$ cat src/rtl/alu_sequencer.sv
// Two-address instruction sequencer driving an external 8-bit ALU over an 8x8 register file.
// Optional macro ALU_SEQ_MULHI_EN: MULTIPLY also writes mul_high into R[(rd+1) mod 8] in an extra WBH state.
`timescale 1ns/1ps
module alu_sequencer (
  input  logic       clk,
  input  logic       reset,
  input  logic       instr_valid,
  output logic       instr_ready,
  input  logic [9:0] instr,
  input  logic       wr_en,
  input  logic [2:0] wr_addr,
  input  logic [7:0] wr_data,
  input  logic [2:0] dbg_addr,
  output logic [7:0] dbg_data,
  output logic [7:0] alu_A,
  output logic [7:0] alu_B,
  output logic [3:0] alu_fsl,
  input  logic [7:0] alu_result,
  input  logic [7:0] alu_mul_high,
  input  logic [3:0] alu_sreg,
  output logic [3:0] status,
  output logic       busy,
  output logic       done
);

  localparam logic [3:0] OP_MUL = 4'b1110;
  localparam logic [3:0] OP_CMP = 4'b1111;

  typedef enum logic [1:0] {IDLE, EXEC, WB, WBH} state_e;

  state_e     state_q;
  logic [7:0] regs_q [8];
  logic [3:0] op_q;
  logic [2:0] rd_q;
  logic [7:0] res_q;
  logic [3:0] sreg_q;
  logic [3:0] status_q;
  logic       done_q;
  logic [7:0] alu_a_q;
  logic [7:0] alu_b_q;
  logic [3:0] alu_fsl_q;

  logic       wbh_d;
  logic [2:0] rd_hi_d;

`ifdef ALU_SEQ_MULHI_EN
  logic [7:0] mulh_q;
`else
  logic       unused_mulh;
  assign unused_mulh = ^alu_mul_high;
`endif

  always_comb begin
    rd_hi_d = rd_q + 3'd1;
`ifdef ALU_SEQ_MULHI_EN
    wbh_d   = (op_q == OP_MUL);
`else
    wbh_d   = 1'b0;
`endif
  end

  assign instr_ready = (state_q == IDLE) & ~wr_en;
  assign busy        = (state_q != IDLE);
  assign dbg_data    = regs_q[dbg_addr];
  assign status      = status_q;
  assign done        = done_q;
  assign alu_A       = alu_a_q;
  assign alu_B       = alu_b_q;
  assign alu_fsl     = alu_fsl_q;

  // Operands are sampled from the register file at acceptance, so rd==rs
  // naturally sees the same pre-instruction value on both ALU inputs.
  always_ff @(posedge clk) begin
    if (reset) begin
      state_q   <= IDLE;
      for (int unsigned i = 0; i < 8; i++) regs_q[i] <= '0;
      op_q      <= '0;
      rd_q      <= '0;
      res_q     <= '0;
      sreg_q    <= '0;
      status_q  <= '0;
      done_q    <= 1'b0;
      alu_a_q   <= '0;
      alu_b_q   <= '0;
      alu_fsl_q <= OP_CMP;
`ifdef ALU_SEQ_MULHI_EN
      mulh_q    <= '0;
`endif
    end else begin
      done_q <= 1'b0;
      case (state_q)
        IDLE: begin
          if (wr_en) begin
            regs_q[wr_addr] <= wr_data;
          end else if (instr_valid) begin
            op_q      <= instr[9:6];
            rd_q      <= instr[5:3];
            alu_a_q   <= regs_q[instr[5:3]];
            alu_b_q   <= regs_q[instr[2:0]];
            alu_fsl_q <= instr[9:6];
            state_q   <= EXEC;
          end
        end
        EXEC: begin
          res_q     <= alu_result;
          sreg_q    <= alu_sreg;
`ifdef ALU_SEQ_MULHI_EN
          mulh_q    <= alu_mul_high;
`endif
          alu_a_q   <= '0;
          alu_b_q   <= '0;
          alu_fsl_q <= OP_CMP;
          // done is registered, so it is raised here to be visible during WB
          done_q    <= ~wbh_d;
          state_q   <= WB;
        end
        WB: begin
          status_q <= sreg_q;
          if (op_q != OP_CMP) regs_q[rd_q] <= res_q;
          if (wbh_d) begin
            done_q  <= 1'b1;
            state_q <= WBH;
          end else begin
            state_q <= IDLE;
          end
        end
        WBH: begin
`ifdef ALU_SEQ_MULHI_EN
          regs_q[rd_hi_d] <= mulh_q;
`endif
          state_q <= IDLE;
        end
        default: state_q <= IDLE;
      endcase
    end
  end

`ifndef ALU_SEQ_MULHI_EN
  logic unused_rd_hi;
  assign unused_rd_hi = ^rd_hi_d;
`endif

endmodule

$ cat config.mk
export PLATFORM = sky130hd
export DESIGN_NAME = alu_sequencer
export DESIGN_NICKNAME = d
export VERILOG_FILES = /design/src/rtl/alu_sequencer.sv
export SDC_FILE = /design/constraint.sdc
export NUM_CORES = 1
export LEC_CHECK = 0
export BUFFER_PORTS_ARGS = -buffer_cell sky130_fd_sc_hd__buf_2
export CORE_ASPECT_RATIO = 0.6
export CORE_MARGIN = 2
export CORE_UTILIZATION = 45
export CTS_CLUSTER_DIAMETER = 60
export DETAILED_ROUTE_END_ITERATION = 7
export GPL_ROUTABILITY_DRIVEN = 0
export PLACE_DENSITY = 0.63
export REMOVE_ABC_BUFFERS = 1
export SYNTH_ARGS = -nofsm -noshare
export SYNTH_HDL_FRONTEND = slang
export SYNTH_SLANG_ARGS = --single-unit
$ cat constraint.sdc
create_clock -name clk -period 7.66 [get_ports clk]
set_clock_uncertainty 0.15 [all_clocks]
set_input_delay 1.532 -clock clk [delete_from_list [all_inputs] [get_ports clk]]
set_output_delay 1.532 -clock clk [all_outputs]
set_load 0.03 [all_outputs]
; ---- Word-level counts from Yosys, hierarchy flattened
; Memory sizes are Yosys's and may differ from the RTL's.
; Index checks and enable logic that the tools add are counted.
[totals]
out_inout_bits = 35
reg_bits = 46
ram_bits = 64
in_bits = 48
mem_count = 1
[classes]
eq_ne = 6
n_mux = 29
n_reduce_logical = 9
n_bitwise = 2
[mem_list]
columns = memory, depth, word_bits, read_ports, rd_clocked_by_memory_dff, write_ports, line_no
row1 = regs_q, 8, 8, 3, 0, 8, 32  ; logic [7:0] regs_q [8];
[op_table]
columns = operator, count
row1 = $mux W8, 6
row2 = $pmux W8 S2, 2
row3 = $reduce_or A8 Y1, 2
row4 = $mux W1, 13
row5 = $mux W4, 2
row6 = $pmux W4 S2, 1
row7 = $mux W3, 2
row8 = $pmux W2 S3, 1
row9 = $reduce_and A3 Y1, 2
row10 = $eq A2 B2 Y1 const B, 2
row11 = $mux W2, 2
row12 = $ne A2 B2 Y1 const B, 2
row13 = $ne A4 B4 Y1 const B, 1
row14 = $reduce_bool A2 Y1, 2
row15 = $eq A2 B1 Y1 const B, 1
row16 = $logic_not A2 Y1, 1
row17 = $reduce_and A2 Y1, 1
row18 = $reduce_or A2 Y1, 1
row19 = $and A1 B1 Y1, 1
row20 = $not A1 Y1, 1

; ---- Longest topological paths before layout
[depth]
depth_word = 7
mapped_depth = 8
mapped_depth_nobuf = 4

; ---- Least setup slack after synthesis
; Ideal clock, no wire load.
[synth_path]
path_type = input -> output
from = input port dbg_addr[0]
to = output port dbg_data[0]
cell_stages = 4
arrival_ns = 3.116
required_ns = 5.978
slack_ns = 2.862
path_cell_list = clkbuf_1 > buf_2 > mux4_2 > mux2_2
[synth_via]
elab_chain_len = 1
[synth_lines]
columns = element, line_no
row1 = "start, declared", 13  ; input logic [2:0] dbg_addr,
row2 = $mem_v2 Z8 W8, n/a
row3 = "end, declared", 14  ; output logic [7:0] dbg_data,
; Every way passes these cells.

; ---- Worst setup path in the final report
[layout_path]
from = input port dbg_addr[0]
to = output port dbg_data[4]
; The elaborated chain is that of the path after synthesis.

==> results list <==
- Buffer type at the clock tree root: sky130_fd_sc_hd__clkbuf_16
- The die covers 0.0132 mm².
- Number of unique standard cell types used by synthesis: 39
- Kind of end point of the critical path: output pin
- The final layout contains routed wiring with a total length of 14.1 mm.
- The net count of the finished layout is 554.
* Port buffer count: 74
* Area leader, netlist: sky130_fd_sc_hd__edfxtp_1
- After detailed routing, the average wire length per cell comes to 20.9 µm.
- Vias per cell: 5.82
* Pre-antenna DRT Iters: 5
- Share of async-settable or async-resettable flops after synthesis: 0%
* Tightest Hold Check Type: flip-flop to flip-flop
* Unrepaired setup endpoints after global routing: no
* Hold bufs inserted after CTS: 0
- Clock transition at the register clock pins on the worst setup and hold paths after CTS: 0.07 ns
- For this run, the top clock speed supported by timing is 212 MHz.
- Of the synthesized area, sequential elements account for 51.6%.
* Number of sinks handled by clock tree synthesis: 110
- Data arrives at the worst endpoint at 3.05 ns.
- For this run the aggregate overflow at the end of global routing stands at 0.
- Max Slew Vio Count: 0
* Total Routing Usage GR: 22.2%
* Capturing instance or port of the critical path: dbg_data[4]
- Setup slack on the worst reg-to-reg path comes out at 4.49 ns.
- The commonest cells after synthesis are sky130_fd_sc_hd__nor2_1 (77), sky130_fd_sc_hd__edfxtp_1 (64), sky130_fd_sc_hd__dfxtp_1 (46).
* Final Hold Fails: 0
- Number of cells traversed by the worst register-to-register path: 4
* H-tree lvl count: 3
- The routed layout has 3935 vias.
- Share of Yosys cell area claimed by the top area cell type: 34.9%
- Worst Setup SP: dbg_addr[0]
- Initial Util: 46.0%
- The number of global-route vias before repair was 3744.
- Slew at the pin closest to its max-slew limit: 1.03 ns
- Post-route fraction of the period consumed by the critical path: 61.7%
- Antenna violations before repair: 0
* Seq cells post-synth: 110
* Maximum clock insertion buffer count: 2
- Area growth from synthesis to layout: 13.3%
* Rel. slew slack: 31.4%
* Yosys warnings: 0
* Ratio of cells with drive above 1 in the final layout: 28.0%
* Detailed-placement wirelength estimate: 9.83 mm
* Final setup fails: 0
- The first global-routing pass estimated 21.8 mm of wire.
* Number of gates resized after cts: 0
- The clock reaches the later pin of the worst-skew pair after 0.35 ns.
- Max-cap check violation count: 0
- The floorplan step set the die width to 147 µm.
- Cells after synthesis: 451
- The flow ran to the end, and the final reports show no timing, DRC or antenna violations.
* Maximum fanout along the worst path: 16
* ANT nets after route: 0
- The worst setup path is of the primary input to output pin kind.
- The startpoint identified for the worst register-to-register timing path is state_q[0].
- After synthesis, the mean cell area works out to 12.2 µm².
- The number of antenna diodes in the final layout is 0.
- In this run the core area contains 31 standard-cell rows.
- Nature of the critical path startpoint: primary input
- Total of fill cells in the finished design: 1041
- CTS tree: yes
* Floorplan core area: 0.0120 mm²
- Starting DRC count in detailed routing: 433
- Cell Area, Synth: 0.00551 mm²
- Ranked by total cell area, the synthesized netlist is headed by sky130_fd_sc_hd__edfxtp_1 (35%), sky130_fd_sc_hd__dfxtp_1 (17%), sky130_fd_sc_hd__mux4_2 (16%).
* Maximum ir drop on the vdd rail: 0.107 mV
* Post-CTS setup buffers: 0
- Among all cell types in the netlist, the one instantiated most often is sky130_fd_sc_hd__nor2_1.
* Num ports: 83
* Number of remaining DRC errors: 0
* Terminus of the critical flop-to-flop path: regs_q[2][7]
* Largest net degree at the start of global routing: 44
* Number of enable-type register cells in the synthesized netlist: 64
* Min Tclk post-route: 4.73 ns
* Total leakage power: 0.00245 µW
- With fillers left out, the area of the finished cells amounts to 0.00624 mm².
* Aggregate negative setup slack: 0 ns
- Power per cell area: 209 mW/mm²
- TritonCTS created 9 clock buffers.
- The die is 89.7 µm tall.
* Most frequently used flop master after synthesis: sky130_fd_sc_hd__edfxtp_1
- Area after DPL: 0.00595 mm²
* WP data required: 5.98 ns
## cell families (layout without fill, tap and decap cells)
| family | count (synthesis) | in the layout | synth area share [%] |
|---|---|---|---|
| DFF | 110 | 110 | 51.6 |
| and+or+nand+nor | 171 | 171 | 14.2 |
| AOI/OAI and AO/OA | 58 | 58 | 8.06 |
| buffers and inverters | 36 | 96 | 3.07 |
| muxes | 76 | 76 | 23.1 |
## how the worst min path moves through the flow
stage | startpoint | endpoint | slack (ns) | cells after the start
2_1_floorplan | op_q[2] | op_q[2] | 0.28 | 2
3_3_place_gp | res_q[4] | res_q[4] | 0.29 | 2
3_5_place_dp | res_q[4] | res_q[4] | 0.30 | 2
4_1_cts | res_q[4] | res_q[4] | 0.31 | 2
5_1_grt | res_q[4] | res_q[4] | 0.33 | 2
6_report | res_q[7] | res_q[7] | 0.30 | 2
## layout make-up
cell class | instances | area (µm²) | area share (%)
multi-input combinational | 305 | 2500 | 40.0
tap | 165 | 206 | 3.31
sequential | 110 | 2840 | 45.5
clock inverter | 6 | 61.3 | 0.982
clock buffer | 10 | 229 | 3.67
timing repair buffer | 77 | 393 | 6.30
inverter | 3 | 11.3 | 0.180
## report_power, final
group	total (µW)	internal [µW]	switching, µW	leakage (µW)
combinational	171	71.5	99.4	0.00127
sequential	672	650	21.2	0.00104
clock	465	253	212	0.000140
## state kept, by name, summed over array words and instances (netlist names)
| register | flops |
|---|---|
| done | 1 |
| status | 4 |
| alu_fsl | 4 |
| regs_q | 64 |
| res_q | 8 |
| alu_B | 8 |
| alu_A | 8 |
| sreg_q | 4 |
| op_q | 4 |
| rd_q | 3 |
| state_q | 2 |
## metrics by stage
step / worst slack [ns] / power [µW] / utilization, % / hold slack, ns / instances
after floorplan: 3.64 / 783 / - / 0.276 / 418
after global placement: 2.93 / 851 / 49.7 / 0.291 / 660
after detailed placement: 2.92 / 854 / 49.7 / 0.298 / 660
after CTS: 2.91 / 1310 / 52.1 / 0.308 / 676
after global routing: 2.85 / 1350 / 52.1 / 0.325 / 676
final: 2.93 / 1310 / 52.1 / 0.305 / 676
## per-layer routing
metal  wire length [µm]  vias to the layer above  share of wire, %  track usage (%)
li1                   -                     1810                 -                -
met1               6810                     1945                48             34.5
met2               6040                      168                43             31.4
met3               1150                       12               8.1             5.74
met4                118                        0              0.84             4.13
met5                  0                        -                 0             2.31
## worst max-delay path, stage by stage
cell                     delay (ns)
sky130_fd_sc_hd__buf_2         0.46
sky130_fd_sc_hd__mux4_2        0.57
sky130_fd_sc_hd__mux2_2        0.29
sky130_fd_sc_hd__buf_2         0.18
## layout by cell type (no fill, tap or decap), types with 2 or more instances in the layout
| cell | netlist | routed |
|---|---|---|
| sky130_fd_sc_hd__inv_1 | 2 | 2 |
| sky130_fd_sc_hd__nand3_1 | 3 | 3 |
| sky130_fd_sc_hd__or3_1 | 2 | 2 |
| sky130_fd_sc_hd__buf_4 | 0 | 3 |
| sky130_fd_sc_hd__nor3_1 | 3 | 3 |
| sky130_fd_sc_hd__o22ai_1 | 3 | 3 |
| sky130_fd_sc_hd__a221o_1 | 8 | 8 |
| sky130_fd_sc_hd__mux2i_1 | 28 | 28 |
| sky130_fd_sc_hd__dfxtp_1 | 46 | 46 |
| sky130_fd_sc_hd__a21oi_1 | 19 | 19 |
| sky130_fd_sc_hd__a32oi_1 | 2 | 2 |
| sky130_fd_sc_hd__nor2b_1 | 3 | 3 |
| sky130_fd_sc_hd__a32o_1 | 7 | 7 |
| sky130_fd_sc_hd__o22a_1 | 3 | 3 |
| sky130_fd_sc_hd__nand2b_1 | 24 | 24 |
| sky130_fd_sc_hd__buf_2 | 9 | 74 |
| sky130_fd_sc_hd__mux4_2 | 40 | 40 |
| sky130_fd_sc_hd__clkbuf_16 | 0 | 9 |
| sky130_fd_sc_hd__nand2_1 | 41 | 41 |
| sky130_fd_sc_hd__and3_1 | 8 | 8 |
| sky130_fd_sc_hd__edfxtp_1 | 64 | 64 |
| sky130_fd_sc_hd__or2_2 | 2 | 2 |
| sky130_fd_sc_hd__nor2_1 | 77 | 77 |
| sky130_fd_sc_hd__o32a_1 | 5 | 5 |
| sky130_fd_sc_hd__a22oi_1 | 7 | 7 |
| sky130_fd_sc_hd__nand3b_1 | 2 | 2 |
| sky130_fd_sc_hd__mux2_2 | 8 | 8 |
No activity file was read; power rests on OpenSTA's default activity.
